--- config.mk ---
export PLATFORM = sky130hd
export DESIGN_NAME = eq1_result_quantizer
export DESIGN_NICKNAME = d
export VERILOG_FILES = /design/src/rtl/eq1_result_quantizer.sv
export SDC_FILE = /design/constraint.sdc
export NUM_CORES = 1
export LEC_CHECK = 0
export BUFFER_PORTS_ARGS = -buffer_cell sky130_fd_sc_hd__buf_4
export CORE_UTILIZATION = 30
export DETAILED_ROUTE_END_ITERATION = 12
export SLEW_MARGIN = 20
export SYNTH_ARGS = -nofsm -noshare
export SYNTH_HDL_FRONTEND = slang
export SYNTH_SLANG_ARGS = --single-unit
--- constraint.sdc ---
create_clock -name clk -period 2.5 [get_ports clk]
set_clock_uncertainty 0.05 [all_clocks]
set_input_delay 0.5 -clock clk [delete_from_list [all_inputs] [get_ports clk]]
set_output_delay 0.5 -clock clk [all_outputs]
set_load 0.05 [all_outputs]
--- src/rtl/eq1_result_quantizer.sv ---
// Requantizes the eq1 Q(2N,2*FRAC) sum to Q(N,FRAC) with saturation, behind an S1 register and 2-entry FIFO.
// Latency 2 cycles, 1 word/cycle; in_ready combinational from out_ready. EQ1Q_ROUND_EN: round-half-up.
module eq1_result_quantizer #(
  parameter int N     = 20,
  parameter int FRAC  = 10,
  parameter int CNT_W = 16
) (
  input  logic             clk,
  input  logic             rst_n,
  input  logic             in_valid,
  output logic             in_ready,
  input  logic [2*N-1:0]   in_full,
  output logic             out_valid,
  input  logic             out_ready,
  output logic [N-1:0]     out_data,
  output logic             out_sat,
  output logic [CNT_W-1:0] sat_cnt,
  input  logic             cnt_clr
);

`ifdef EQ1Q_ROUND_EN
  localparam logic signed [2*N:0] BIAS = {{(2*N){1'b0}}, 1'b1} << (FRAC - 1);
`else
  localparam logic signed [2*N:0] BIAS = '0;
`endif
  localparam logic signed [2*N:0] Q_MAX = {{(N+2){1'b0}}, {(N-1){1'b1}}};
  localparam logic signed [2*N:0] Q_MIN = {{(N+2){1'b1}}, {(N-1){1'b0}}};

  logic signed [2*N:0] v;
  logic signed [2*N:0] q;
  logic [N-1:0]        q_data;
  logic                q_sat;

  always_comb begin
    v      = $signed({in_full[2*N-1], in_full}) + BIAS;
    q      = v >>> FRAC;
    q_data = q[N-1:0];
    q_sat  = 1'b0;
    if (q > Q_MAX) begin
      q_data = Q_MAX[N-1:0];
      q_sat  = 1'b1;
    end else if (q < Q_MIN) begin
      q_data = Q_MIN[N-1:0];
      q_sat  = 1'b1;
    end
  end

  // Holds in_ready low during reset and for the first edge after release.
  logic alive;
  always_ff @(posedge clk or negedge rst_n) begin
    if (!rst_n) alive <= 1'b0;
    else        alive <= 1'b1;
  end

  logic         s1_valid;
  logic [N-1:0] s1_data;
  logic         s1_sat;
  logic [N:0]   mem [2];
  logic         wr_ptr;
  logic         rd_ptr;
  logic [1:0]   fifo_cnt;
  logic         fifo_full;
  logic         pop;
  logic         push;
  logic         load;

  assign out_valid = (fifo_cnt != 2'd0);
  assign fifo_full = (fifo_cnt == 2'd2);
  assign pop       = out_valid & out_ready;
  assign push      = s1_valid & (~fifo_full | pop);
  assign in_ready  = alive & (~s1_valid | ~fifo_full | pop);
  assign load      = in_valid & in_ready;
  assign {out_sat, out_data} = mem[rd_ptr];

  always_ff @(posedge clk or negedge rst_n) begin
    if (!rst_n) begin
      s1_valid <= 1'b0;
      s1_data  <= '0;
      s1_sat   <= 1'b0;
    end else begin
      s1_valid <= load | (s1_valid & ~push);
      if (load) begin
        s1_data <= q_data;
        s1_sat  <= q_sat;
      end
    end
  end

  always_ff @(posedge clk or negedge rst_n) begin
    if (!rst_n) begin
      mem[0]   <= '0;
      mem[1]   <= '0;
      wr_ptr   <= 1'b0;
      rd_ptr   <= 1'b0;
      fifo_cnt <= 2'd0;
    end else begin
      if (push) mem[wr_ptr] <= {s1_sat, s1_data};
      wr_ptr   <= wr_ptr ^ push;
      rd_ptr   <= rd_ptr ^ pop;
      fifo_cnt <= fifo_cnt + {1'b0, push} - {1'b0, pop};
    end
  end

  // Clear wins over a plain hold, but a saturating load in the same cycle still counts.
  always_ff @(posedge clk or negedge rst_n) begin
    if (!rst_n) begin
      sat_cnt <= '0;
    end else if (cnt_clr) begin
      sat_cnt <= (load & q_sat) ? CNT_W'(1) : '0;
    end else if (load & q_sat & ~(&sat_cnt)) begin
      sat_cnt <= sat_cnt + CNT_W'(1);
    end
  end

endmodule

**After elaboration in Yosys (flattened, before gate mapping)**

Index checks and enable logic that the tools add are counted.

- Word-level logic and storage cells: 55
- Register bits: 85
- Bits of input ports: 45
- Output and inout port bits: 39

- Mux-type cells: 13
- Bitwise gates (word level): 19
- $add $sub $neg: 3
- Magnitude comparators: 5
- Reduce and logical (&&, ||, !) cells: 4
- Eq/ne operators: 1

Operators with widths:

| operator | count |
|---|---|
| 21-bit two-way mux | 4 |
| 42-bit bitwise mux | 1 |
| 20-bit two-way mux | 2 |
| 16-bit two-way mux | 2 |
| 30-bit by 20-bit greater-than comparator with 1-bit output (second input constant) | 1 |
| 30-bit by 20-bit less-than comparator with 1-bit output (second input constant) | 1 |
| 21-bit demux with 1-bit select | 1 |
| 16-bit by 1-bit adder with 16-bit output (second input constant) | 1 |
| 16-bit AND reduction | 1 |
| 1-bit AND | 7 |
| 2-bit >= comparator (second input constant) | 2 |
| 1-bit NOT | 4 |
| 1-bit NOT with 2-bit output | 2 |
| 1-bit bitwise OR | 4 |
| 2-bit nonzero test | 2 |
| 1-bit two-way mux | 3 |
| 2-bit by 1-bit adder with 2-bit output | 1 |
| 2-bit == test (second input constant) | 1 |
| 2-bit by 1-bit less-than comparator with 1-bit output (second input constant) | 1 |
| 2-bit by 1-bit subtractor with 2-bit output | 1 |
| 1-bit bitwise XOR | 2 |
| 1-bit logical AND | 1 |

**Depth between registers and ports, before layout**

Gate-level depths: netlist (run 1).

- Depth after elaboration: 10
- Gate-level depth with buffers: 8

**Worst setup path before layout (run 1)**

Ideal clock, no wire load.

- Path type: register -> register
- Start point: register sat_cnt[0]
- End point: register sat_cnt[5]
- Setup time: 125 ps
- Path slack: 263 ps
- Data arrival time: 2062 ps
- Cell stages (with the launch flop): 8
- Buffers on the path: 1
- Path through: dfrtp_1 > ha_1 > nand2_1 > nor2_1 > and4_1 > buf_2 > nor4_1 > mux2_4

- Longest elaborated chain between the ends: 4

RTL lines:

| what | RTL line | source |
|---|---|---|
| start: declaration | 17 | `output logic [CNT_W-1:0] sat_cnt,` |
| start signal: assignment | 109 | `sat_cnt <= (load & q_sat) ? CNT_W'(1) : '0;` |
| start signal: assignment | 111 | `sat_cnt <= sat_cnt + CNT_W'(1);` |
| branches (longest 4 deep; another with 16-bit by 1-bit adder with 16-bit output) | - |  |

Several ways; the timed one is not identified. The select of a mux whose other input is x is not followed.
A chain may end at the register's enable or synchronous reset.

**Worst setup path after layout (run 1)**

- Start point: register sat_cnt[0]
- End point: register sat_cnt[10]

Same word-level chain as after synthesis.

==> impl_metrics.tcl, run 1 <==
set metrics [dict create \
    run_status "completed" \
    grt_max_degree 46 \
    cts_buffers 9 \
    die_w_um 117 \
    worstSetupEndpointType "register" \
    path_cells "ha_1 > nand2_1 > nor2_1 > and4_1 > buf_4 > or4_1 > a21oi_1" \
    ys_ff_latch 85 \
    max_freq_ghz 0.441 \
    clock_latency_ns 0.33 \
    slew_headroom_pct 36.1 \
    clock_path_buffers 2 \
    peakVddDrop_uv 283 \
    fill_cells 1270 \
    grt-ovfl-total 0 \
    seqCellArea_um2 2130 \
    setup_viol 0 \
    dp_hpwl_um 6190 \
    crit_type "reg2reg" \
    drive_gt1_share_pct 41.5 \
    die_h_um 117 \
    fin_tns_setup_ns 0 \
    cp_num_buf_inv 1 \
    min_path_type "in2async" \
    core-area_um2 12700 \
    die-area_um2 13600 \
    grt_antenna_before_repair 0 \
    gp_congestion 0.774 \
    routed_via_density 4.86 \
    antenna_cells 0 \
    multi_input_area_um2 1710 \
    cts_resized 0 \
    p_per_area_nw_per_um2 1120 \
    synthToLayoutAreaGrowth_pct 27.3 \
    drtPass1Iterations 4 \
    wl_per_cell_um 15.2 \
    worstPathMaxFanout 15 \
    via_count 2899 \
    drcViolationCount 0 \
    power_mw 5.61 \
    cts-root-buf "clkbuf_16" \
    drtAntennaViolNets 0 \
    yosysUniqueCellTypes 37 \
    tightestPinTransition_ns 0.957 \
    initial_utilization_pct 31.0 \
    slowest_delay_ns 0.51 \
    yosysSeqAreaShare_pct 54.0 \
    syn_nets 390 \
    fin_crit_ns 2.27 \
    yosys_warnings 0 \
    hold_ws_ns 0.134 \
    cp.required_ns 2.70 \
    maxCapViolations 0 \
    cts.sinks 85 \
    cts_setup_buffers 0 \
    grt_usage_pct 14.5 \
    drt_iter0_drc 99 \
    pin_count 84 \
    cpMaxStageDelayCell "or4_1" \
    r2r_cells 7 \
    grt_pass1_vias 2919 \
    fin_crit_sh_pct 90.7 \
    arrival_ns 2.47 \
    syn_area_per_cell_um2 11.6 \
    synthCells 340 \
    cp_top_family "simple AND/OR/NAND/NOR gates" \
    p_leak_nw 2.28 \
    cts_hold_buf 0 \
    wirelength_um 9070 \
    clk_pin_slew_worst_paths_ns 0.06 \
    final-hold-violation-count 0 \
    portBuffers 73 \
    cts_tree "built" \
    rows 41 \
    nets 469 \
    start_kind "register" \
    final_max_slew_viol_count 0 \
    synth_area_um2 3940 \
    setup_ws_ns 0.232 \
    h-tree-depth 3 \
    grt_pass1_wl_um 14800 \
    rsz0062_at_grt "false" \
    cp.depth 7 \
    dpl_worst_slack_ns 0.238 \
]
worst paths after layout:
check | startpoint | slack [ns] | endpoint
hold reg to reg | s1_data[1] | 0.45 | s1_data[1]
max in group asynchronous | rst_n | 1.62 | mem[33]
setup reg to reg | sat_cnt[0] | 0.23 | sat_cnt[10]
min in group clk | in_full[15] | 0.39 | s1_data[5]
setup / recovery | sat_cnt[0] | 0.23 | sat_cnt[10]
hold / removal | rst_n | 0.13 | alive
synth_stat cells, drive strengths merged:
library cell  instances  share of area (%)
nor4                  3               0.86
nand2                31                3.0
ha                    5                1.6
mux2                 65                 19
xnor2                 2               0.44
nand3                 8                1.3
nand4bb               1               0.41
clkbuf                9               0.86
or2                   3               0.48
dfrtp                85                 54
o31ai                12                2.3
nor3                  2               0.25
and3                  2               0.32
a211oi                1               0.19
a211o                 1               0.25
a21oi                13                1.7
nor2                 25                2.4
nor2b                 4               0.63
nand4                 5               0.79
and4                  3               0.67
conb                  1              0.095
and2                  2               0.32
a31oi                 1               0.16
xor2                  1               0.22
inv                   6               0.57
nand3b                1               0.19
o21ai                23                2.9
o21bai                1               0.19
or4                  14                2.8
buf                  10                1.5
state kept, by name, indices dropped and copies added, names as in the netlist:
| register | count |
|---|---|
| mem | 42 |
| s1_data | 20 |
| sat_cnt | 16 |
| fifo_cnt | 2 |
| alive | 1 |
| rd_ptr | 1 |
| s1_sat | 1 |
| s1_valid | 1 |
| wr_ptr | 1 |
cell type report:
class / instances / share of cell area, %
repair buffers: 87 / 13.3
inverters: 6 / 0.449
well taps: 172 / 4.29
multi-input cells: 230 / 34.0
clock inverters: 3 / 0.399
clock buffers: 13 / 5.19
flip-flops and latches: 85 / 42.4
power breakdown:
part           switching [mW]  internal (mW)
sequential              0.211           1.78
combinational            1.41          0.970
clock                   0.514          0.726
worst reg2reg max path: stages (launching register included):
cell,delay (ns)
dfrtp_1,0.44
ha_1,0.27
nand2_1,0.10
nor2_1,0.11
and4_1,0.32
buf_4,0.21
or4_1,0.51
a21oi_1,0.17
through the flow:
stage	util, %	area, um2	std cells
4_1_cts	39.4	5020	596
6_report	39.4	5020	596
3_3_place_gp	37.2	4740	580
2_1_floorplan	-	3940	340
5_1_grt	39.4	5020	596
3_5_place_dp	37.2	4740	580
routing by layer:
layer / vias up / global-route usage [%] / part of all wire [%]
met5: - / 0 / 0
met4: 0 / 5.32 / 1.4
met3: 11 / 2.91 / 4.2
met2: 67 / 24.7 / 49
met1: 1443 / 18.3 / 45
li1: 1378 / - / -
cell families after synthesis:
kind of cell	Yosys count	synth area share, %
AND/OR/NAND/NOR	104	14.3
flip-flops	85	54.0
multiplexers	65	18.8
AO/OA/AOI/OAI	52	7.65
buffers and inverters	25	2.92
adder cells (fa/ha/maj)	5	1.59
XOR/XNOR	3	0.667
other	1	0.0951
layout by cell type, fill, tap and decap left out, drive strengths merged, types with 3 or more instances in the layout:
master	n
clkbuf	13
inv	6
nor4	3
mux2	65
or4	14
buf	87
o31ai	12
nor2b	4
dfrtp	85
nand4	5
nor2	25
and4	3
o21ai	23
ha	5
nand2	31
or2	3
a21oi	13
nand3	8
Power figures use the tool's default switching activity.
==> inputs of run 2 (changes only) <==
clock period = 2.8 ns   (was 2.5 ns; I/O delays follow)
==> run 2 against run 1 <==
Compared with the run above: sequential share of layout area decreased by 0.084 points; sequential cell count unchanged; hold slack improved by 0.096 ns; setup slack improved by 0.062 ns; critical path type is now reg2out; critical endpoint is now out_data[2]; largest power group unchanged.
==> impl_metrics.tcl, run 2 (synthesis gave the netlist of run 1 again) <==
set metrics [dict create \
    run_status "completed" \
    crit_start "rd_ptr" \
    die_w_um 117 \
    grt-ovfl-total 0 \
    final-hold-violation-count 0 \
    crit_type "reg2out" \
    grt_pass1_vias 2919 \
    via_count 2937 \
    rsz0062_at_grt "false" \
    wirelength_um 9070 \
    final_common_cell "dfrtp_1" \
    setup_viol 0 \
    cts_hold_buf 0 \
    grt_usage_pct 14.1 \
    fill_cells 1259 \
    clk_pin_slew_worst_paths_ns 0.06 \
    drive_gt1_share_pct 41.4 \
    fin_cells 592 \
    wl_per_cell_um 15.3 \
    h-tree-depth 3 \
    start_kind "register" \
    rows 41 \
    synthToLayoutAreaGrowth_pct 27.5 \
    worstSetupEndpointType "output port" \
    drtAntennaViolNets 0 \
    antenna_cells 0 \
    cts_setup_buffers 0 \
    routed_via_density 4.96 \
    dp_hpwl_um 6150 \
    dp.cells 576 \
    cts-root-buf "clkbuf_16" \
    arrival_ns 1.90 \
    die_h_um 117 \
    min_path_type "in2async" \
    drtPass1Iterations 4 \
    final_max_slew_viol_count 0 \
    regMostFlops "mem" \
    gp_congestion 0.831 \
    cp.required_ns 2.19 \
    max_freq_ghz 0.399 \
    largest_register_ffs 42 \
    r2r-start "sat_cnt[0]" \
    nets 465 \
    p_leak_nw 2.28 \
    reg_top3 "mem x42, s1_data x20, sat_cnt x16" \
    grt_max_degree 58 \
    layout_common_cells "dfrtp_1 (85), buf_4 (81), mux2_2 (63), nand2_1 (31), nor2_1 (24)" \
    grt_antenna_before_repair 0 \
    clock_path_buffers 2 \
    r2r_cells 7 \
    fin_crit_ns 2.51 \
    p_per_area_nw_per_um2 1020 \
    cts_resized 0 \
    portBuffers 73 \
    peakVddDrop_uv 369 \
    worstPathMaxFanout 12 \
    grt_pass1_wl_um 14600 \
    cts_tree "built" \
    clock_latency_ns 0.33 \
    drt_iter0_drc 125 \
    fin_tns_setup_ns 0 \
    hold_ws_ns 0.230 \
    maxCapViolations 0 \
    fin_crit_sh_pct 89.5 \
    core-area_um2 12700 \
    slew_headroom_pct 34.8 \
    pin_count 84 \
    initial_utilization_pct 31.0 \
    cts.sinks 85 \
    drcViolationCount 0 \
    tightestPinTransition_ns 0.977 \
    cts_buffers 9 \
    die-area_um2 13600 \
]
==> run 2: final cells by class <==
class	instances	area (um2)	area share (%)
sequential	85	2130	42.3
timing repair buffer	83	648	12.9
tap	172	215	4.28
clock inverter	6	68.8	1.37
inverter	6	22.5	0.448
clock buffer	10	239	4.75
multi-input combinational	230	1710	33.9
==> run 2: final timing paths <==
path / end / slack, ns
max: out_data[2] / 0.29
min: alive / 0.23
max reg2reg: sat_cnt[8] / 0.52
min reg2reg: s1_data[14] / 0.45
max in group asynchronous: mem[3] / 1.76
min in group clk: s1_data[6] / 0.44
==> run 2: metrics by stage <==
stage,power (mW),worst slack (ns),util (%),area (um2)
detailed placement,3.97,0.378,37.1,4720
floorplan,3.34,0.563,-,3940
global route,5.42,0.197,39.5,5030
global placement,3.91,0.406,37.1,4720
CTS,5.21,0.248,39.5,5030
finish,5.14,0.294,39.5,5030
==> run 2: critical path, cell delays in order, from the launching register on <==
cell and delay, ns:
dfrtp_1 0.73, buf_4 0.28, mux2_2 0.36, buf_4 0.19
==> run 2: per-layer routing <==
| metal | vias to the layer above | track usage [%] | part of all wire (%) |
|---|---|---|---|
| met5 | - | 0 | 0 |
| met4 | 0 | 3.29 | 0.61 |
| met3 | 6 | 4.62 | 5.0 |
| met2 | 75 | 23.4 | 50 |
| met1 | 1486 | 17.8 | 45 |
| li1 | 1370 | - | - |
==> run 2: power by group <==
group / internal [mW] / switching [mW]
sequential: 1.59 / 0.227
combinational: 0.873 / 1.23
clock: 0.722 / 0.492
total: 3.19 / 1.95
==> inputs of run 3 (changes only) <==
CORE_MARGIN = 2   (was not set)
CORE_UTILIZATION = 58   (was 30)
PLACE_DENSITY = 0.84   (was not set)
==> run 3 against run 2 <==
Compared with the run above: utilization increased by 32 points; fmax grew 4.2%; critical path depth grew 4; first-iteration DRC count up 39%; critical endpoint is now sat_cnt[11]; setup slack gained 0.10 ns; combinational power hardly changed; sequential cell count did not move; clock-buffer cell count grew 1.
==> impl_metrics.tcl, run 3 (synthesis gave the netlist of run 1 again) <==
set metrics [dict create \
    run_status "completed" \
    drt_iter0_drc 174 \
    start_kind "register" \
    fin_crit_sh_pct 85.9 \
    fin_tns_setup_ns 0 \
    drive_gt1_share_pct 40.7 \
    min_path_type "in2async" \
    worstPathMaxFanout 12 \
    die_h_um 86.4 \
    max_freq_ghz 0.416 \
    arrival_ns 2.62 \
    clk_pin_slew_worst_paths_ns 0.09 \
    routed_via_density 5.92 \
    largest_register_ffs 42 \
    multi_input_area_um2 1700 \
    cts.sinks 85 \
    crit_type "reg2reg" \
    grt_pass1_vias 2980 \
    gp_congestion 0.814 \
    nets 464 \
    cts_buffers 9 \
    cts_resized 0 \
    die-area_um2 7470 \
    regMostFlops "mem" \
    portBuffers 73 \
    h-tree-depth 3 \
    cts_hold_buf 0 \
    rsz0062_at_grt "false" \
    reg_top3 "mem x42, s1_data x20, sat_cnt x16" \
    pin_count 84 \
    drtPass1Iterations 4 \
    antenna_cells 0 \
    die_w_um 86.4 \
    setup_viol 0 \
    core-area_um2 6680 \
    p_leak_nw 2.23 \
    p_per_area_nw_per_um2 1000 \
    fin_crit_ns 2.41 \
    cts-root-buf "clkbuf_8" \
    synthToLayoutAreaGrowth_pct 21.4 \
    dp_hpwl_um 5750 \
    final-hold-violation-count 0 \
    peakVddDrop_uv 579 \
    final_max_slew_viol_count 0 \
    power_mw 4.79 \
    fill_cells 491 \
    clock_path_buffers 2 \
    grt_max_degree 54 \
    wl_per_cell_um 17.5 \
    initial_utilization_pct 59.0 \
    fin_area_um2 4780 \
    final_common_cell "dfrtp_1" \
    grt-ovfl-total 0 \
    drcViolationCount 0 \
    slew_headroom_pct 31.0 \
    cts_setup_buffers 0 \
    postPlaceCellArea_um2 4580 \
    cp.required_ns 3.02 \
    grt_usage_pct 24.7 \
    hold_ws_ns 0.202 \
    rrSetupSlack_ns 0.39 \
    grt_antenna_before_repair 0 \
    maxCapViolations 0 \
    rows 30 \
    via_count 2948 \
    wirelength_um 8690 \
    grt_pass1_wl_um 14300 \
    tightestPinTransition_ns 1.04 \
    cts_tree "built" \
    worstSetupEndpointType "register" \
    drtAntennaViolNets 0 \
    seqCellArea_um2 2130 \
    layout_common_cells "dfrtp_1 (85), buf_4 (81), mux2_2 (63), nand2_1 (31), nor2_1 (25)" \
    clock_latency_ns 0.36 \
]
==> run 3: metal layers <==
layer,vias to the layer above,wire length [um],global-route usage (%)
li1,1357,-,-
met1,1480,3590,31.1
met2,83,4460,41.0
met3,28,376,4.86
met4,0,267,11.6
met5,-,0,0
==> run 3: area by class of cell <==
class                           instances  area share [%]
Tap cell                               80            2.09
Timing Repair Buffer                   82            13.1
Inverter                                6           0.471
Sequential cell                        85            44.5
Clock inverter                          4            1.18
Clock buffer                           11            3.16
Multi-Input combinational cell        230            35.5
==> run 3: final timing paths <==
| path | endpoint | depth (start not counted) | from |
|---|---|---|---|
| worst min-delay path | mem[38] | 1 | rst_n |
| worst max-delay path | sat_cnt[11] | 7 | sat_cnt[0] |
| min in group clk | s1_data[2] | 3 | in_full[12] |
| max in group asynchronous | s1_data[4] | 2 | rst_n |
| worst max register to register | sat_cnt[11] | 7 | sat_cnt[0] |
| worst min register to register | mem[16] | 1 | mem[16] |
==> run 3: worst max-delay path: stages, from the launching register on <==
cell     delay, ns
dfrtp_1       0.46
ha_1          0.28
nand2_1       0.10
nor2_1        0.10
and4_1        0.35
buf_4         0.22
or4_1         0.54
a21oi_1       0.21
==> run 3: metrics by stage <==
step / setup WS [ns] / cells / utilization [%]
global route: 0.312 / 498 / 71.6
CTS: 0.426 / 498 / 71.6
global placement: 0.436 / 483 / 68.5
finish: 0.394 / 498 / 71.6
floorplan: 0.563 / 340 / -
detailed placement: 0.404 / 483 / 68.5
==> run 3: power by group <==
| part | internal [mW] | switching, mW |
|---|---|---|
| Clock | 0.462 | 0.443 |
| Sequential | 1.59 | 0.200 |
| Combinational | 0.847 | 1.24 |
